[src/rtl/stopwatch_ctrl.sv]
// stopwatch_ctrl: two debounced pushbuttons driving an IDLE/RUN/PAUSE
// stopwatch FSM. Produces a TICK count-enable every TICK_DIV cycles
// while running and a one-cycle CLR pulse for the downstream counter.

// Per-key synchronizer + debouncer; press is a one-cycle 1->0 event on
// the accepted level, valid on the same edge that updates that level.
module stopwatch_ctrl_deb #(
    parameter int DEB_CYCLES = 1_000_000
) (
    input  logic CLK,
    input  logic RST,
    input  logic key,
    output logic press
);
    localparam int CW = (DEB_CYCLES > 2) ? $clog2(DEB_CYCLES) : 1;
    localparam logic [CW-1:0] CNT_LAST = CW'(DEB_CYCLES - 1);

    logic [1:0]    sync;
    logic          acc;
    logic [CW-1:0] cnt;
    logic          lvl;
    logic          differ;

    assign lvl    = sync[1];
    assign differ = (lvl != acc);
    // Combinational so the FSM reacts on the very edge acc flips low.
    assign press  = differ && (cnt == CNT_LAST) && !lvl;

    // Two-flop synchronizer, then count consecutive cycles of disagreement.
    always_ff @(posedge CLK) begin
        if (RST) begin
            sync <= 2'b11;
            acc  <= 1'b1;
            cnt  <= '0;
        end else begin
            sync <= {sync[0], key};
            if (differ) begin
                if (cnt == CNT_LAST) begin
                    acc <= lvl;
                    cnt <= '0;
                end else begin
                    cnt <= cnt + CW'(1);
                end
            end else begin
                cnt <= '0;
            end
        end
    end
endmodule

module stopwatch_ctrl #(
    parameter int TICK_DIV   = 50_000_000,
    parameter int DEB_CYCLES = 1_000_000
) (
    input  logic       CLK,
    input  logic       RST,
    input  logic       KEY_SS,
    input  logic       KEY_CLR,
    output logic       TICK,
    output logic       CLR,
    output logic [1:0] STATE,
    output logic       RUNNING
);
    localparam int NUM_KEYS = 2;
    localparam int PW = (TICK_DIV > 2) ? $clog2(TICK_DIV) : 1;
    localparam logic [PW-1:0] PRE_LAST = PW'(TICK_DIV - 1);

    typedef enum logic [1:0] {
        IDLE  = 2'b00,
        RUN   = 2'b01,
        PAUSE = 2'b10
    } state_t;

    // Key index 0 = start/stop, 1 = clear.
    logic [NUM_KEYS-1:0] keys;
    logic [NUM_KEYS-1:0] press;
    logic                ss_ev;
    logic                clr_ev;

    state_t        state;
    logic [PW-1:0] presc;
    logic          clr_q;

    assign keys   = {KEY_CLR, KEY_SS};
    assign ss_ev  = press[0];
    assign clr_ev = press[1];

    generate
        for (genvar k = 0; k < NUM_KEYS; k++) begin : g_key
            stopwatch_ctrl_deb #(.DEB_CYCLES(DEB_CYCLES)) u_deb (
                .CLK   (CLK),
                .RST   (RST),
                .key   (keys[k]),
                .press (press[k])
            );
        end
    endgenerate

    assign TICK    = (state == RUN) && (presc == PRE_LAST);
    assign STATE   = state;
    assign RUNNING = (state == RUN);
    assign CLR     = clr_q;

    // Stopwatch FSM with prescaler; clear wins over start/stop except in RUN,
    // where clear is ignored. The prescaler keeps counting on the edge that
    // leaves RUN, so a pause on a TICK cycle still wraps it to 0.
    always_ff @(posedge CLK) begin
        if (RST) begin
            state <= IDLE;
            presc <= '0;
            clr_q <= 1'b0;
        end else begin
            clr_q <= 1'b0;
            case (state)
                IDLE: begin
                    presc <= '0;
                    if (clr_ev)     clr_q <= 1'b1;
                    else if (ss_ev) state <= RUN;
                end
                RUN: begin
                    presc <= TICK ? '0 : presc + PW'(1);
                    if (ss_ev) state <= PAUSE;
                end
                PAUSE: begin
                    if (clr_ev) begin
                        state <= IDLE;
                        presc <= '0;
                        clr_q <= 1'b1;
                    end else if (ss_ev) begin
                        state <= RUN;
                    end
                end
                default: begin
                    state <= IDLE;
                    presc <= '0;
                end
            endcase
        end
    end
endmodule
[config.mk]
export PLATFORM = sky130hd
export DESIGN_NAME = stopwatch_ctrl
export DESIGN_NICKNAME = d
export VERILOG_FILES = /design/src/rtl/stopwatch_ctrl.sv
export SDC_FILE = /design/constraint.sdc
export NUM_CORES = 1
export LEC_CHECK = 0
export ABC_AREA = 1
export ABC_CLOCK_PERIOD_IN_PS = 4400
export CAP_MARGIN = 0
export CORE_MARGIN = 2
export CORE_UTILIZATION = 67
export DETAILED_ROUTE_END_ITERATION = 12
export GPL_TIMING_DRIVEN = 0
export PLACE_DENSITY = 0.92
export SETUP_SLACK_MARGIN = 0.15
export SLEW_MARGIN = 25
export SYNTH_ARGS = -nofsm -noshare
export SYNTH_HDL_FRONTEND = slang
export SYNTH_SLANG_ARGS = --single-unit
[constraint.sdc]
create_clock -name CLK -period 4.4 [get_ports CLK]
set_input_delay 1.1 -clock CLK [delete_from_list [all_inputs] [get_ports CLK]]
set_output_delay 1.1 -clock CLK [all_outputs]
set_load 0.005 [all_outputs]
-- Word-level counts from Yosys, hierarchy flattened
Index checks and enable logic that the tools add are counted.
- output and inout port bits: 5
- input bits: 4
- word-level logic and storage cells: 49
- register bits: 75
- bitwise gates (word level): 3
- reductions and logical operators: 15
- add/subtract/negate cells: 3
- muxes and demuxes: 9
- eq/ne operators: 10
- operators by type and width (cell ; count):
    $mux W26 ; 2
    $pmux W26 S2 ; 1
    $add A20 B1 Y20 const B ; 2
    $eq A20 B20 Y1 const B ; 2
    $add A26 B1 Y26 const B ; 1
    $eq A26 B26 Y1 const B ; 1
    $mux W2 ; 4
    $pmux W2 S3 ; 1
    $reduce_and A2 Y1 ; 3
    $reduce_or A3 Y1 ; 2
    $logic_and A1 B1 Y1 ; 5
    $ne A2 B2 Y1 const B ; 2
    $reduce_or A2 Y1 ; 2
    $not A1 Y1 ; 3
    $eq A2 B1 Y1 const B ; 1
    $eq A2 B2 Y1 const B ; 1
    $logic_not A1 Y1 ; 2
    $logic_not A2 Y1 ; 1
    $ne A1 B1 Y1 ; 2
    $ne A2 B1 Y1 const B ; 1
    $mux W1 ; 1

-- Depth between registers and ports, before layout
Gate-level depths: netlist of run 1.
- word-level depth: 6
- gate-level depth with buffers: 11
- mapped depth without buffers: 10

-- Modules after synthesis
From an unflattened synthesis of run 1, not the netlist that was laid out.
- cell total of the unflattened synthesis: 624
- area total of the unflattened synthesis: 4207.8 µm²
- modules (own cells, without submodules) (module ; times used ; area an instance (µm²) ; cells each ; seq. area each (µm²)):
    stopwatch_ctrl_deb ; 2 ; 1203.7 ; 171 ; 460.4
    stopwatch_ctrl ; 1 ; 1800.5 ; 282 ; 580.6

-- Least setup slack after synthesis of run 1
No wires, ideal clock.
- path kind: register to output
- from: reg presc[0]
- to: out TICK
- stages on the path, launching flop included: 8
- data required time: 3.300 ns
- arrival time: 1.229 ns
- setup slack: 2.071 ns
- buffers on the path: 0
- cells stage by stage: dfxtp_1 ha_1 nand2_2 nor2_1 nand3_1 nor2_1 nand3b_1 inv_1
- cells in the longest elaborated chain, start to end: 2
- RTL lines (what ; RTL line ; source):
    from (decl) ; 81 ; logic [PW-1:0] presc;
    from (signal assigned) ; 121 ; presc <= TICK ? '0 : presc + PW'(1);
    $eq A26 B26 Y1 ; 99 ; assign TICK = (state == RUN) && (presc == PRE_LAST);
    $logic_and A1 B1 Y1 ; 99 ;
    to (decl) ; 59 ; output logic TICK,
Every way passes these cells.

-- Worst setup path in the final report of run 1
Ends and elaborated chain as after synthesis.

==> results of run 1 <==
[synth_stat cells (all sizes together)]
cell type / n
nand2: 156
nor2: 114
dfxtp: 75
inv: 69
nand3: 65
a21oi: 44
nand4: 21
xor2: 13
nor3: 12
o21ai: 10
or2: 9
nand3b: 7
buf: 6
clkbuf: 5
xnor2: 5
ha: 3
o21bai: 3
o21a: 2
a21o: 1
nor3b: 1
o211ai: 1
[layer usage]
layer / track usage [%] / routed length (microns) / vias up
met5: 0 / 0 / -
met4: 14.2 / 272 / 0
li1: - / - / 2041
met3: 4.77 / 735 / 34
met2: 48.8 / 4740 / 165
met1: 37.8 / 4110 / 1858
[cell usage in the layout (no fill, tap or decap), types with 11 or more instances in the layout]
master    instances
xor2_1           13
nand3_1          60
nand2_2          11
clkbuf_8         11
nor2_1           96
dfxtp_1          75
nand2_1         144
nand4_1          21
a21oi_1          44
inv_1            65
[layout make-up]
| cell class | count | area share [%] |
|---|---|---|
| clock buffer | 12 | 3.40 |
| inverter | 69 | 5.67 |
| tap | 75 | 2.06 |
| clock inverter | 4 | 1.07 |
| sequential | 75 | 32.9 |
| multi-input combinational | 467 | 51.6 |
| buffer | 11 | 1.59 |
| timing repair buffer | 8 | 1.75 |
[through the flow]
stage / util [%] / total power, mW / std cells
6_report: 76.2 / 1.25 / 721
5_1_grt: 76.2 / 1.29 / 721
4_1_cts: 76.2 / 1.25 / 721
3_5_place_dp: 72.8 / 0.715 / 705
3_3_place_gp: 72.8 / 0.715 / 705
2_1_floorplan: - / 0.708 / 622
[flip-flops by register name, summed over array words and instances, names as in the netlist]
name	cells
g_key.u_deb.cnt	40
presc	26
g_key.u_deb.sync	4
STATE	2
g_key.u_deb.acc	2
CLR	1
[power breakdown]
part | switching [mW] | internal [mW]
sequential | 0.00151 | 0.680
clock | 0.254 | 0.292
combinational | 0.0111 | 0.00646
total | 0.267 | 0.979
[critical path, cell delays in order (launching register included)]
cell	delay [ns]
dfxtp_1	0.46
ha_1	0.37
nand2_2	0.17
nor2_1	0.17
nand3_1	0.12
nor2_1	0.13
nand3b_1	0.13
inv_1	0.10
clkdlybuf4s50_1	0.50
[how the worst max path moves through the flow]
stage             start    to  slack, ns
4_1_cts        presc[0]  TICK       0.86
3_3_place_gp   presc[0]  TICK       1.32
3_5_place_dp   presc[0]  TICK       1.28
2_1_floorplan  presc[0]  TICK       2.07
6_report       presc[0]  TICK       0.81
5_1_grt        presc[0]  TICK       0.68
[logic make-up (layout without fill, tap and decap cells)]
group	after synthesis	count (layout)	synth area share [%]
AND/OR/NAND/NOR	385	385	43.8
buffers and inverters	80	104	7.92
flip-flops	75	75	35.9
AO/OA/AOI/OAI	61	61	7.71
XOR/XNOR	18	18	3.77
adder cells (fa/ha/maj)	3	3	0.897
==> results.py, run 1 <==
metrics = {
    "sta": {
        "layout_setup_ws_ns": 0.805,
        "hold_ws_ns": 0.416,
        "skew_ns": 0.00809,
        "fin_crit_sh_pct": 81.7,
        "fmax_mhz": 278,
        "hold_viol_final": 0,
        "setup_violations": 0,
        "setup_tns_ns": 0,
        "tightestPinTransition_ns": 0.549,
        "period_needed_ns": 3.59,
        "rsz0062_at_grt": "false",
        "relSlewSlack_pct": 63.4,
        "drv_slew": 0,
    },
    "worst_hold_path": {
        "hold_end": "g_key[1].u_deb.sync[1]",
        "min_path_cells": 1,
        "hold_class": "flip-flop to flip-flop",
        "min_from": "g_key[1].u_deb.sync[0]",
    },
    "logic_synthesis": {
        "synth_fp_nets": 629,
        "netlist.area_leader.share_pct": 35.9,
        "synthCells": 622,
        "avgSynthCellArea_sq_um": 6.73,
        "ys_seq_area_share_pct": 35.9,
        "synth_top_cell_by_area": "dfxtp_1",
        "synth_area_sq_mm": 0.00419,
        "synthTopCellsByArea": "dfxtp_1 (36%), nand2_1 (13%), nor2_1 (8.6%)",
        "synth_seq_cells": 75,
        "yosys_warnings": 0,
        "ys_types": 35,
    },
    "worst_setup_path": {
        "critPathMaxFanout": 6,
        "arrival_ns": 2.49,
        "timing.rr.start": "presc[0]",
        "r2r_cells": 9,
        "startpoint_type": "flip-flop",
        "setup.worst_path.end_class": "output port",
        "critPathRequiredTime_ns": 3.30,
        "rrSetupSlack_ns": 2.34,
        "r2r-end": "presc[20]",
        "crit_type": "flip-flop to output port",
    },
    "clock_network": {
        "insertion_delay_ns": 0.35,
        "postCtsSetupRepairBufs": 0,
        "cts_resized": 0,
        "clkTransAtPathRegs_ns": 0.07,
        "cts_hold_buf": 0,
        "cts_root_buf": "clkbuf_8",
        "cts_htree_levels": 3,
        "clock_path_buffers": 2,
        "cts_tree": "done",
        "clkSinkCount": 75,
        "numCtsBuffers": 9,
    },
    "floorplan": {
        "chipHeight_microns": 83.0,
        "ioPinCount": 9,
        "initial_utilization_pct": 69.9,
        "num_rows": 28,
        "core_area_sq_mm": 0.00599,
        "die_x_microns": 83.0,
        "die-area_sq_mm": 0.00690,
    },
    "placed_design": {
        "hpwl_mm": 7.25,
        "pre_cts_slack_ns": 1.28,
        "io_buffers": 8,
        "gp_congestion": 0.975,
        "placed_cell_area_sq_mm": 0.00436,
    },
    "layout": {
        "final_cell_area_sq_mm": 0.00456,
        "drive_above_1_share_pct": 11.0,
        "nets": 648,
        "area_growth_pct": 9.03,
        "nFillCells": 438,
        "n_antenna_cell": 0,
        "final-seq-area_sq_mm": 0.00150,
        "multi_input_area_sq_mm": 0.00235,
    },
    "route": {
        "wirelength_mm": 9.87,
        "routedWlPerCell_microns": 13.7,
        "post-route-drc-count": 0,
        "ant_nets": 0,
        "drt_pass1_iterations": 5,
        "vias_per_cell": 5.68,
        "drtIter0Drc": 439,
        "vias": 4098,
    },
    "outcome": {
        "status": "completed",
    },
    "power_and_ir_drop": {
        "peakVddDrop_mv": 0.223,
        "cellLeakagePower_nw": 1.72,
        "power-per-cell-area_mw_per_mm2": 273,
    },
    "global_route": {
        "grt_pass1_wl_mm": 16.8,
        "grt_usage_pct": 29.6,
        "antenna_found_initial": 0,
        "grt-ovfl-total": 0,
        "grt_max_degree": 13,
        "grt_pass1_vias": 3856,
    },
    "flow_run": {
        "drv_cap": 0,
    },
}
Power figures use the tool's default switching activity.
==> run 2, diff against run 1 <==
--- a/config.mk
+++ b/config.mk
@@ -6,13 +6,13 @@
 export NUM_CORES = 1
 export LEC_CHECK = 0
 export ABC_AREA = 1
-export ABC_CLOCK_PERIOD_IN_PS = 4400
+export ABC_CLOCK_PERIOD_IN_PS = 3200
 export CAP_MARGIN = 0
 export CORE_MARGIN = 2
-export CORE_UTILIZATION = 67
+export CORE_UTILIZATION = 56
 export DETAILED_ROUTE_END_ITERATION = 12
 export GPL_TIMING_DRIVEN = 0
-export PLACE_DENSITY = 0.92
+export PLACE_DENSITY = 0.83
 export SETUP_SLACK_MARGIN = 0.15
 export SLEW_MARGIN = 25
 export SYNTH_ARGS = -nofsm -noshare
==> constraint.sdc (replaced) <==
create_clock -name CLK -period 3.2 [get_ports CLK]
set_input_delay 0.8 -clock CLK [delete_from_list [all_inputs] [get_ports CLK]]
set_output_delay 0.8 -clock CLK [all_outputs]
set_load 0.005 [all_outputs]
==> run 2 against run 1 <==
Against the previous run:
- flip-flop and latch count unchanged
- combinational power increased by 37%
- hold slack got worse by 0.0037 ns
- clock power increased by 27%
- critical path type unchanged
- largest power group unchanged
- highest routed layer unchanged
==> results.py, run 2 (synthesized netlist as in run 1, its figures left out) <==
metrics = {
    "layout": {
        "largest_register_ffs": 40,
        "top_register": "g_key.u_deb.cnt",
        "n_antenna_cell": 0,
        "multi_input_area_sq_mm": 0.00238,
        "layout.cells.most_common": "nand2_1",
        "nets": 648,
        "reg.largest.list": "g_key.u_deb.cnt x40, presc x26, g_key.u_deb.sync x4",
        "final_cell_mix": "nand2_1 (144), nor2_1 (95), dfxtp_1 (73), inv_1 (65), nand3_1 (60)",
        "final-seq-area_sq_mm": 0.00151,
        "area_growth_pct": 9.77,
        "nFillCells": 684,
        "drive_above_1_share_pct": 11.2,
    },
    "worst_setup_path": {
        "crit_type": "flip-flop to output port",
        "timing.rr.start": "g_key[1].u_deb.cnt[0]",
        "setup.worst_path.end_class": "output port",
        "crit_path_cell_trace": "ha_4 -> nand2_4 -> nor2_4 -> nand3_1 -> nor2_1 -> nand3b_1 -> inv_1 -> clkdlybuf4s50_1",
        "crit_slowest_cell": "clkdlybuf4s50_1",
        "critPathMaxFanout": 6,
        "r2r_cells": 11,
        "startpoint_type": "flip-flop",
        "max_stage_delay_ns": 0.49,
        "r2r-end": "presc[5]",
        "critPathRequiredTime_ns": 2.40,
        "rrSetupSlack_ns": 1.46,
        "arrival_ns": 2.12,
    },
    "sta": {
        "rsz0062_at_grt": "false",
        "skew_ns": 0.0108,
        "setup_tns_ns": 0,
        "fin_crit_sh_pct": 91.4,
        "tightestPinTransition_ns": 0.545,
        "fmax_mhz": 342,
        "setup_violations": 0,
        "hold_viol_final": 0,
        "period_needed_ns": 2.92,
        "drv_slew": 0,
        "relSlewSlack_pct": 63.7,
    },
    "power_and_ir_drop": {
        "peakVddDrop_mv": 0.186,
        "power-per-cell-area_mw_per_mm2": 360,
        "power_mw": 1.65,
        "cellLeakagePower_nw": 1.72,
    },
    "route": {
        "routedWlPerCell_microns": 12.4,
        "ant_nets": 0,
        "post-route-drc-count": 0,
        "vias": 4002,
        "drtIter0Drc": 294,
        "vias_per_cell": 5.38,
        "drt_pass1_iterations": 5,
        "wirelength_mm": 9.25,
    },
    "global_route": {
        "antenna_found_initial": 0,
        "grt-ovfl-total": 0,
        "grt_pass1_wl_mm": 15.8,
        "grt_max_degree": 12,
        "grt_pass1_vias": 3570,
        "grt_usage_pct": 23.5,
    },
    "floorplan": {
        "ioPinCount": 9,
        "chipHeight_microns": 90.5,
        "num_rows": 31,
        "core_area_sq_mm": 0.00725,
        "initial_utilization_pct": 57.7,
        "die-area_sq_mm": 0.00818,
        "die_x_microns": 90.5,
    },
    "clock_network": {
        "postCtsSetupRepairBufs": 0,
        "cts_htree_levels": 3,
        "clkTransAtPathRegs_ns": 0.08,
        "cts_tree": "done",
        "cts_resized": 3,
        "clock_path_buffers": 2,
        "insertion_delay_ns": 0.35,
        "clkSinkCount": 75,
        "cts_root_buf": "clkbuf_8",
        "cts_hold_buf": 0,
        "numCtsBuffers": 9,
    },
    "placed_design": {
        "hpwl_mm": 7.01,
        "io_buffers": 8,
        "gp_congestion": 0.955,
    },
    "worst_hold_path": {
        "min_path_cells": 1,
        "min_from": "g_key[1].u_deb.sync[0]",
        "hold_class": "flip-flop to flip-flop",
        "hold_end": "g_key[1].u_deb.sync[1]",
    },
    "flow_run": {
        "drv_cap": 0,
    },
    "outcome": {
        "status": "completed",
    },
}
run 2: per-layer routing:
layer	share of wire, %	GRT usage [%]
met3	5.4	6.26
met4	1.2	7.44
met1	47	30.4
met5	0	0
met2	47	38.1
run 2: critical path: cells and delay by family (launching register included):
family	cells	cell delay, ns
and+or+nand+nor	5	0.60
buffers and inverters	2	0.57
DFF	1	0.40
adders and majority gates	1	0.19
run 2: how the worst max path moves through the flow:
stage / start / end / slack (ns) / cells after the start
after global placement: presc[0] / TICK / 0.37 / 8
final: presc[0] / TICK / 0.28 / 8
after floorplan: presc[0] / TICK / 1.17 / 7
after CTS: presc[0] / TICK / 0.16 / 8
after global routing: presc[0] / TICK / 0.16 / 8
after detailed placement: presc[0] / TICK / 0.34 / 8
run 2: final cells by class:
type                    instances  area share [%]
multi-input cells             467            51.8
flip-flops and latches         75            32.8
inverters                      69            5.64
clock buffers                  12            2.94
well taps                      99            2.70
repair buffers                  8            1.74
plain buffers                  11            1.58
clock inverters                 3           0.871
run 2: through the flow:
step                area, sq um  hold WS [ns]  instances  utilization, %  setup WS, ns
floorplan                  4190         0.389        622               -          1.17
global placement           4390         0.396        729            60.5         0.374
finish                     4600         0.413        744            63.4         0.275
detailed placement         4390         0.396        729            60.5         0.341
global route               4600         0.419        744            63.4         0.164
CTS                        4580         0.413        744            63.1         0.164
run 2: where the power goes:
| group | internal (mW) | switching, mW | leakage, nW |
|---|---|---|---|
| registers | 0.935 | 0.00185 | 0.606 |
| clock network | 0.355 | 0.339 | 0.0902 |
| logic | 0.00889 | 0.0153 | 1.02 |
| total | 1.30 | 0.357 | 1.72 |
